==> src/rtl/random_event_timer.sv <==
// random_event_timer: requests a random delay from the random_number generator, clamps it
// to the registered [rng_min, rng_max] window and pulses fire after that many ticks.
// One tick is TICK_CYCLES clock cycles.
module random_event_timer #(
   parameter int unsigned TICK_CYCLES = 1000
) (
   input  logic        clk,
   input  logic        reset,
   input  logic        start,
   input  logic        cancel,
   input  logic [31:0] min_delay,
   input  logic [31:0] max_delay,
   input  logic [31:0] rng_value,
   output logic        rng_enable,
   output logic [31:0] rng_min,
   output logic [31:0] rng_max,
   output logic        busy,
   output logic        fire,
   output logic [31:0] delay_loaded,
   output logic [31:0] remaining
);

   localparam int unsigned PsWidth = (TICK_CYCLES > 1) ? $clog2(TICK_CYCLES) : 1;
   localparam logic [PsWidth-1:0] PsLast = PsWidth'(TICK_CYCLES - 1);

   typedef enum logic [2:0] {StIdle, StReq, StCapture, StCount, StFire} state_e;

   state_e             state_q, state_d;
   logic [PsWidth-1:0] prescale_q;
   logic [31:0]        rng_min_q, rng_max_q, delay_q, remaining_q;
   logic [31:0]        clamped;
   logic               tick;

   // Clamp the generator output into the registered window; the window is never inverted.
   always_comb begin
      clamped = rng_value;
      if (rng_value < rng_min_q) begin
         clamped = rng_min_q;
      end else if (rng_value > rng_max_q) begin
         clamped = rng_max_q;
      end
      tick = (prescale_q == PsLast);
   end

   // State register.
   always_ff @(posedge clk or posedge reset) begin
      if (reset) begin
         state_q <= StIdle;
      end else begin
         state_q <= state_d;
      end
   end

   // Next-state logic; cancel wins over every transition out of REQ, CAPTURE and COUNT.
   always_comb begin
      state_d = state_q;
      unique case (state_q)
         StIdle:    if (start) state_d = StReq;
         StReq:     state_d = cancel ? StIdle : StCapture;
         StCapture: begin
            if (cancel)             state_d = StIdle;
            else if (clamped == '0) state_d = StFire;
            else                    state_d = StCount;
         end
         StCount: begin
            if (cancel)                            state_d = StIdle;
            else if (tick && remaining_q == 32'd1) state_d = StFire;
         end
         StFire:    state_d = StIdle;
         default:   state_d = StIdle;
      endcase
   end

   // Outputs decoded straight from the state register or from datapath registers.
   always_comb begin
      rng_enable   = (state_q == StReq);
      busy         = (state_q != StIdle);
      fire         = (state_q == StFire);
      rng_min      = rng_min_q;
      rng_max      = rng_max_q;
      delay_loaded = delay_q;
      remaining    = remaining_q;
   end

   // Datapath: range capture on start, delay load on capture, prescaled countdown.
   always_ff @(posedge clk or posedge reset) begin
      if (reset) begin
         rng_min_q   <= '0;
         rng_max_q   <= '0;
         delay_q     <= '0;
         remaining_q <= '0;
         prescale_q  <= '0;
      end else begin
         if (state_q == StIdle && start) begin
            rng_min_q <= min_delay;
            rng_max_q <= (min_delay > max_delay) ? min_delay : max_delay;
         end
         case (state_q)
            StReq: begin
               if (cancel) begin
                  remaining_q <= '0;
                  prescale_q  <= '0;
               end
            end
            StCapture: begin
               prescale_q <= '0;
               if (cancel) begin
                  remaining_q <= '0;
               end else begin
                  delay_q     <= clamped;
                  remaining_q <= clamped;
               end
            end
            StCount: begin
               if (cancel) begin
                  remaining_q <= '0;
                  prescale_q  <= '0;
               end else if (tick) begin
                  prescale_q <= '0;
                  if (remaining_q != '0) begin
                     remaining_q <= remaining_q - 32'd1;
                  end
               end else begin
                  prescale_q <= prescale_q + PsWidth'(1);
               end
            end
            default: ;
         endcase
      end
   end

endmodule

==> config.mk <==
export PLATFORM = sky130hd
export DESIGN_NAME = random_event_timer
export DESIGN_NICKNAME = d
export VERILOG_FILES = /design/src/rtl/random_event_timer.sv
export SDC_FILE = /design/constraint.sdc
export NUM_CORES = 1
export LEC_CHECK = 0
export BUFFER_PORTS_ARGS = -buffer_cell sky130_fd_sc_hd__buf_2
export CAP_MARGIN = 0
export CORE_UTILIZATION = 50
export CTS_BUF_LIST = sky130_fd_sc_hd__clkbuf_16
export CTS_CLUSTER_SIZE = 20
export DETAILED_ROUTE_END_ITERATION = 6
export PLACE_DENSITY = 0.81
export SETUP_SLACK_MARGIN = 0.4
export SYNTH_ARGS = -nofsm -noshare
export SYNTH_HDL_FRONTEND = slang
export SYNTH_SLANG_ARGS = --single-unit
==> constraint.sdc <==
create_clock -name clk -period 4 [get_ports clk]
set_input_delay 0.2 -clock clk [delete_from_list [all_inputs] [get_ports clk]]
set_output_delay 0.2 -clock clk [all_outputs]
set_load 0.05 [all_outputs]
==> Yosys cells after proc, flatten, opt, wreduce, memory -nomap -nowiden <==
Index checks and enable logic that the tools add are counted.
W data, S select, Z words.
{ "classes": {"n_eq_ne": 11, "div_mod_pow": 0, "n_addsub": 2, "multipliers": 0, "bitwise": 1, "magnitude_cmp": 3, "muxes": 20, "n_shift": 0, "reduce_logical": 11} }
{ "ops": {"columns": ["cell", "count"], "rows": [
  ["$mux W32", 8],
  ["$pmux W32 S3", 1],
  ["$gt A32 B32 Y1", 2],
  ["$eq A32 B1 Y1 const B", 1],
  ["$logic_not A32 Y1", 1],
  ["$lt A32 B32 Y1", 1],
  ["$reduce_bool A32 Y1", 1],
  ["$sub A32 B1 Y32 const B", 1],
  ["$mux W10", 3],
  ["$pmux W10 S3", 1],
  ["$mux W3", 5],
  ["$pmux W3 S4", 1],
  ["$add A10 B1 Y10 const B", 1],
  ["$eq A10 B10 Y1 const B", 1],
  ["$ne A3 B3 Y1 const B", 3],
  ["$eq A3 B2 Y1 const B", 2],
  ["$reduce_and A2 Y1", 3],
  ["$reduce_bool A3 Y1", 2],
  ["$ne A2 B2 Y1 const B", 2],
  ["$reduce_and A4 Y1", 1],
  ["$eq A3 B1 Y1 const B", 1],
  ["$eq A3 B3 Y1 const B", 1],
  ["$logic_not A3 Y1", 1],
  ["$logic_and A1 B1 Y1", 2],
  ["2 further kinds", 2]
]} }
{ "word_totals": {"memories": 0, "mem_bits_ro": 0, "latch_bits": 0, "input_bits": 100, "wordCells": 54, "reg_bits": 141, "output_inout_bits": 131, "mem_bits_rw": 0} }

==> Depth between registers and ports, before layout <==
Gate-level depths: netlist of run 1.
{ "depth": {"word_depth": 7, "depth_mapped": 11, "depth_no_buf": 9} }

==> Least setup slack after synthesis of run 1 <==
OpenSTA, ideal clock, no wires.
{ "synth_timing": {"kind": "reg-to-reg", "startpoint": "register rng_max_q[14] (netlist: rng_max[14])", "endpoint": "register remaining_q[10] (netlist: remaining[10])", "period_less_slack_ns": 2.817, "setup_ns": 0.124, "path_slack_ns": 1.183, "arrival_ns": 2.693, "path_stages_with_launch": 11, "path_buffers": 1, "t_required_ns": 3.876, "cell_sequence": "dfrtp_1 > inv_1 > ha_1 > a21oi_1 > nand2_1 > a221o_1 > o31a_2 > buf_6 > o21ai_0 > a311oi_2 > a211o_1"} }
{ "synth_between": {"elab_chain_len": 5} }
{ "synth_rtl": {"columns": ["item", "line_no", "text"], "rows": [
  ["from (decl)", "30", "logic [31:0] rng_min_q, rng_max_q, delay_q, remaining_q;"],
  ["from (signal assigned)", "96", "rng_max_q <= (min_delay > max_delay) ? min_delay : max_delay;"],
  ["$gt A32 B32 Y1", "39", "end else if (rng_value > rng_max_q) begin"],
  ["$mux W32", "39", null],
  ["$mux W32", "37", "if (rng_value < rng_min_q) begin"],
  ["$mux W32", "107", "if (cancel) begin"],
  ["$pmux W32 S3", "98", "case (state_q)"],
  ["to (signal assigned)", "111", "remaining_q <= clamped;"],
  ["to (signal assigned)", "121", "remaining_q <= remaining_q - 32'd1;"],
  ["to (decl)", "30", null]
]} }
No other way between the ends.
A chain may end at the register's enable or synchronous reset.

==> Worst setup path after layout of run 1 <==
{ "layout_timing": {"startpoint": "register rng_min_q[11] (netlist: rng_min[11])", "endpoint": "register delay_q[25] (netlist: delay_loaded[25])"} }
{ "layout_between": {"elab_chain_len": 2} }
{ "layout_rtl": {"columns": ["item", "line_no", "text"], "rows": [
  ["from (decl)", "30", null],
  ["from (signal assigned)", "95", "rng_min_q <= min_delay;"],
  ["$lt A32 B32 Y1", "37", null],
  ["$mux W32", "37", null],
  ["to (signal assigned)", "110", "delay_q <= clamped;"],
  ["to (decl)", "30", null]
]} }
No other way between the ends.

==> metrics.txt, run 1 <==
R2R Path Start rng_min[11]; Area after DPL roughly 11000 um2; CP most frequent cell buf_4; H-tree levels 4; # clock sinks 141; Avg Cell Area, Syn around 8.7 um2; Least-Margin Pin Slew approximately 1.1 ns; Final Hold Vio Count 0; worst-path maximum fanout 20; Register-to-Register Path Depth 10; Yosys cell types 75; Syn Inst Count ~1100; switching share of power a little under three fifths; YS warnings 0; Layout Cells excl Fill approximately 1600; max cap viols 0; prevailing post-synth register cell dfrtp_1; Syn Nets 1341; LEAKAGE approximately 5.9 nW; complex-gate fraction of the synthesized area about a quarter; family with the most delay on the worst path compound AO/OA/AOI/OAI gates; Detailed Routing Iterations Pass 1 5; Design Area, Final 11900 um2; initial core utilization 51.1%; IO Count approximately 230; EDFF count, synth 0; critical path, cell by cell inv_1 > ha_1 > nand4_1 > or3_1 > o21ai_1 > buf_4 > a21oi_1 > buf_4 > a311oi_1 > o21ai_0; Root Buffer clkbuf_16; TritonCTS clock tree done; RSZ-0062 raised after global routing no; Final setup viols 0; Reg power frac between 20% and 30%; Power Dens Cells roughly 900 nW/um2; simple-gate share of the synthesized area 17.0%; R2R setup slack 0.69 ns; critical path buffer and inverter count 3; Layout Skew ~0.0093 ns; number of DRC markers in iteration 0 slightly below 900; DR vias/cell 6.13; top cells by area, synth dfrtp_1, ha_1, o21ai_0, a21oi_1, inv_1; mapped cell area 9950 um2; Util after Layout approximately three fifths; clock slew seen by the registers of the worst setup and hold paths 0.06 ns; HP Class input pin to async pin; total wire length 32.8 mm; Clock power frac around 14%; clock latency on the worst-skew pair 0.43 ns; WL/cell ~20 um; crit-path max cell delay approximately 0.52 ns; hold_buf cts 0; fin. max-slew vios 0; largest net degree at the start of global routing 84; vias post-DR slightly above 10000; register bit total from synthesis about 140; Post-route DRC 0; commonest cells in the netlist dfrtp_1, o21ai_0, inv_1; reg2reg end delay_loaded[25]; Crit Path Class register to register; Switching Power a little over 6 mW; arrival time worst endpoint between 3 and 4 ns; Final Worst Setup Slack ~0.69 ns; pre-CTS setup slack about 0.55 ns; number of global-route vias before repair about 9500; top cell type by total area after synthesis dfrtp_1; Pint about 4.6 mW; layout cells sized above 1 24.5%; status completed; worst endpoint required time about 4.3 ns; RD Place Congestion around 0.95; core area 19500 um2; die height between 100 and 150 um; Seq/Total Area, Yosys 35.5%; cts repair resizes 0; crit end category register; Critical Path Source Type register; combinational group share of total power about three fifths; Total Routing Usage GR between 30% and 40%; Die X around 140 um; post-route setup TNS 0 ns; adder-cell share of the synthesized area between 10% and 20%; gr ovfl total 0; XOR/XNOR Fraction of Synth Area 0.176%; global-route wire length before repair 50.9 mm; Post-DRT Antenna Nets 0; Worst VDD drop roughly 460 uV; # rows 51; mux cell area share after synthesis 3.43%; final antenna diode count 0; total power draw 10.8 mW; CTS Buf Count 17; post-synthesis async set-or-reset flop share between 90% and 100%; CP max stage cell a311oi_1; cell with the most instances after synthesis dfrtp_1; synth-to-layout area growth 20.0%; Final HPWL DP between 20 and 30 mm; initial antenna violation count 0; Placed Cells around 1600; post-route minimum period 3.31 ns; Max clock buf depth 2; WHS around 0.0039 ns; nets@finish between 1500 and 2000; # Post-CTS Setup Buffers 0; top cell type's share of synthesized area 35.5%; largest family of logic cells by synthesized area compound AO/OA/AOI/OAI gates; final worst path period share 82.7%; Max Freq between 0.3 and 0.4 GHz; die area 20500 um2; Worst slew margin about 29%; Buffers on Ports 230
==> power groups by stage <==
stage / registers [mW] / clock network [mW] / logic (mW)
after floorplan: 4.57 / 0 / 2.79
after global placement: 2.82 / 0 / 6.25
after detailed placement: 2.84 / 0 / 6.35
after CTS: 2.82 / 1.50 / 6.38
after global routing: 2.92 / 1.56 / 6.96
final: 2.86 / 1.49 / 6.46
==> per-layer routing <==
metal	track usage, %	part of all wire, %	vias to the layer above
met5	0	0	-
met4	12.9	2.9	0
met3	6.44	9.9	75
met2	49.7	45	558
met1	45.5	42	4781
li1	-	-	4649
==> tightest hold or removal path, stage by stage <==
cell and delay (ns):
buf_2 0.11, clkinvlp_4 0.06, buf_4 0.56
==> cell families (layout without fill, tap and decap cells) <==
kind of cell / count (synthesis) / after routing
AO/OA/AOI/OAI: 371 / 373
XOR/XNOR: 2 / 2
adder cells (fa/ha/maj): 98 / 98
buffers and inverters: 167 / 399
flip-flops: 141 / 141
multiplexers: 34 / 34
AND/OR/NAND/NOR: 330 / 330
==> sequential cells by signal, indices dropped and copies added (netlist names) <==
signal        flops
delay_loaded     32
prescale_q       10
state_q           3
remaining        32
rng_min          32
rng_max          32
==> cell usage in the layout (no fill, tap or decap), types with 5 or more instances in the layout <==
cell / instances
nor2_1: 64
a211oi_1: 17
buf_2: 230
clkbuf_16: 17
buf_4: 29
mux2i_1: 33
nand4_1: 24
nand3_1: 28
and2_1: 5
a21oi_1: 93
ha_1: 98
a311oi_1: 19
nand3_2: 9
nor3b_1: 5
nand2_1: 97
o21ai_1: 8
a221o_1: 9
a311oi_2: 12
a21o_1: 18
o211ai_1: 7
inv_1: 107
o21ai_0: 134
nor3_1: 23
nor4_1: 34
dfrtp_1: 141
==> worst max path at each step <==
stage | from | to | slack [ns] | depth (start not counted)
global route | rng_max[7] | delay_loaded[8] | 0.55 | 10
CTS | rng_max[7] | delay_loaded[8] | 0.56 | 10
floorplan | rng_max[14] | remaining[10] | 1.18 | 10
global placement | rng_max[7] | delay_loaded[8] | 0.58 | 10
detailed placement | rng_max[7] | delay_loaded[8] | 0.55 | 10
finish | rng_min[11] | delay_loaded[25] | 0.69 | 10
==> cell type report <==
cell class / count / area (um2)
fillers: 1685 / 7530
flip-flops and latches: 141 / 3530
multi-input cells: 837 / 5750
clock inverters: 15 / 124
inverters: 108 / 409
clock buffers: 17 / 425
repair buffers: 259 / 1370
well taps: 265 / 332
(Power assumes the default switching activity.)
==> inputs of run 2 (changes only) <==
==> constraint.sdc (replaced) <==
create_clock -name clk -period 3 [get_ports clk]
set_input_delay 0.15 -clock clk [delete_from_list [all_inputs] [get_ports clk]]
set_output_delay 0.15 -clock clk [all_outputs]
set_load 0.05 [all_outputs]
==> metrics.txt, run 2 (same netlist as run 1, synthesis figures left out) <==
core area 19500 um2 (unchanged); WL/cell 24.4 um (+22%); worst endpoint required time 3.30 ns (-0.98 ns); number of global-route vias before repair 10600 (+12%); RSZ-0062 raised after global routing yes; LEAKAGE 6.79 nW (+16%); R2R setup slack 0.06 ns (-0.63 ns); fin. max-slew vios 0 (unchanged); gr ovfl total 0 (unchanged); HP Class input pin to register; max cap viols 0 (unchanged); arrival time worst endpoint 3.24 ns (-0.34 ns); number of DRC markers in iteration 0 1346 (+55%); Crit Path Class register to register; H-tree levels 4 (unchanged); # fillers 1241 (-26%); Register-to-Register Path Depth 10 (unchanged); largest net degree at the start of global routing 61 (-27%); Final Worst Setup Slack 0.0632 ns (-0.629 ns); final antenna diode count 0 (unchanged); Critical Path Source Type register; status finished with violations; Layout Skew 0.0126 ns (+0.00327 ns); CTS Buf Count 17 (unchanged); Final setup viols 0 (unchanged); Max clock buf depth 2 (unchanged); # rows 51 (unchanged); clock latency on the worst-skew pair 0.44 ns (about the same); Die X 143 um (unchanged); die area 20500 um2 (unchanged); RD Place Congestion 0.988 (+3.6%); DR vias/cell 6.65 (+8.5%); global-route wire length before repair 57.0 mm (+12%); Final HPWL DP 26.6 mm (+3.4%); Util after Layout 74.8% (+14 points); most common cell after layout, fill and taps aside buf_2; vias post-DR 11900 (+18%); WHS -0.000540 ns (-0.00443 ns); worst-path maximum fanout 16 (-20%); Final Hold Vio Count 1 (+1); commonest cells after routing, fill and taps aside buf_2, buf_4, dfrtp_1; Detailed Routing Iterations Pass 1 7 (+2); layout cells sized above 1 41.8% (+17 points); Worst Hold Depth 3; final worst path period share 97.9% (+15 points); clock slew seen by the registers of the worst setup and hold paths 0.06 ns (about the same); initial antenna violation count 0 (unchanged); # clock sinks 141 (unchanged); pre-CTS setup slack -0.0548 ns (-0.608 ns); synth-to-layout area growth 46.4%; Worst slew margin 40.7% (+12 points); Post-route DRC 0 (unchanged); Total Routing Usage GR 36.8% (+4.2 points); Max Freq 0.341 GHz (+13%); TritonCTS clock tree done; initial core utilization 51.1% (unchanged); Least-Margin Pin Slew 0.889 ns (-0.179 ns); total wire length 43.8 mm (+34%); total power draw 17.8 mW (+65%); post-route minimum period 2.94 ns (-0.371 ns); Worst VDD drop 599 uV (+31%); nets@finish 1713 (+9.7%); crit end category register; IO Count 231 (unchanged); Root Buffer clkbuf_16; Power Dens Cells 1220 nW/um2 (+35%); failing checks hold timing; Buffers on Ports 230 (unchanged); die height 143 um (unchanged); Post-DRT Antenna Nets 0 (unchanged)
-- run 2: changes by cell type in the layout (fill, tap and decap cells not counted), sizes merged, moves of 3 or more --
| cell | change |
|---|---|
| clkinv | -3 |
| clkbuf | +3 |
| buf | +123 |
| inv | +3 |
| a21o | +3 |
| dlygate4sd3 | +22 |
-- run 2: through the flow --
step	hold slack [ns]	setup TNS [ns]	area, um2	std cells
4_1_cts	0.000701	0	13600	1755
3_3_place_gp	0.302	-0.0435	11900	1657
5_1_grt	0.0202	0	14600	1793
3_5_place_dp	0.310	-0.0669	11900	1657
6_report	-0.000540	0	14600	1793
2_1_floorplan	0.267	0	10000	1143
-- run 2: critical path: stages (launching register included) --
cell and delay, ns:
dfrtp_1 0.41, inv_1 0.09, ha_1 0.32, a211oi_1 0.29, o21ai_0 0.18, a21oi_2 0.32
o21ai_4 0.13, buf_2 0.21, a21o_4 0.32, o21ai_1 0.36, o21ai_1 0.15
-- run 2: where the power goes --
| group | leakage, nW | internal, mW | switching (mW) |
|---|---|---|---|
| clock network | 0.268 | 1.14 | 0.902 |
| registers | 1.71 | 2.76 | 0.834 |
| logic | 4.81 | 3.89 | 8.25 |
| total | 6.79 | 7.79 | 9.98 |
-- run 2: layout make-up --
class | count | area (um2) | area share, %
clock buffer | 17 | 425 | 2.92
clock inverter | 15 | 125 | 0.859
inverter | 108 | 412 | 2.83
multi-input combinational | 840 | 6880 | 47.2
sequential | 141 | 3580 | 24.6
tap | 265 | 332 | 2.28
timing repair buffer | 407 | 2810 | 19.3
-- run 2: what timing repair did --
action | 4_1_cts | 5_1_grt
setup buffers | 35 | 35
resized for setup | 123 | 131
hold buffers | 22 | 0
pin swaps | 43 | 84
endpoints found under the hold margin | 50 | 0
cloned | 9 | 3
setup endpoints to repair | 67 | 99
-- run 2: worst paths after layout --
| path | from | to |
|---|---|---|
| min in group asynchronous | reset | delay_loaded[10] |
| max reg2reg | rng_min[2] | delay_loaded[20] |
| max in group asynchronous | reset | rng_min[15] |
| min reg2reg | delay_loaded[16] | delay_loaded[16] |
| max | rng_min[2] | delay_loaded[20] |
| min | min_delay[11] | rng_min[11] |
-- run 2: metal layers --
layer / up-vias / routed length (um) / GRT usage, %
li1: 4979 / - / -
met1: 5564 / 15800 / 46.3
met2: 1018 / 19000 / 57.7
met3: 358 / 5190 / 8.95
met4: 0 / 3840 / 21.1
met5: - / 0 / 0
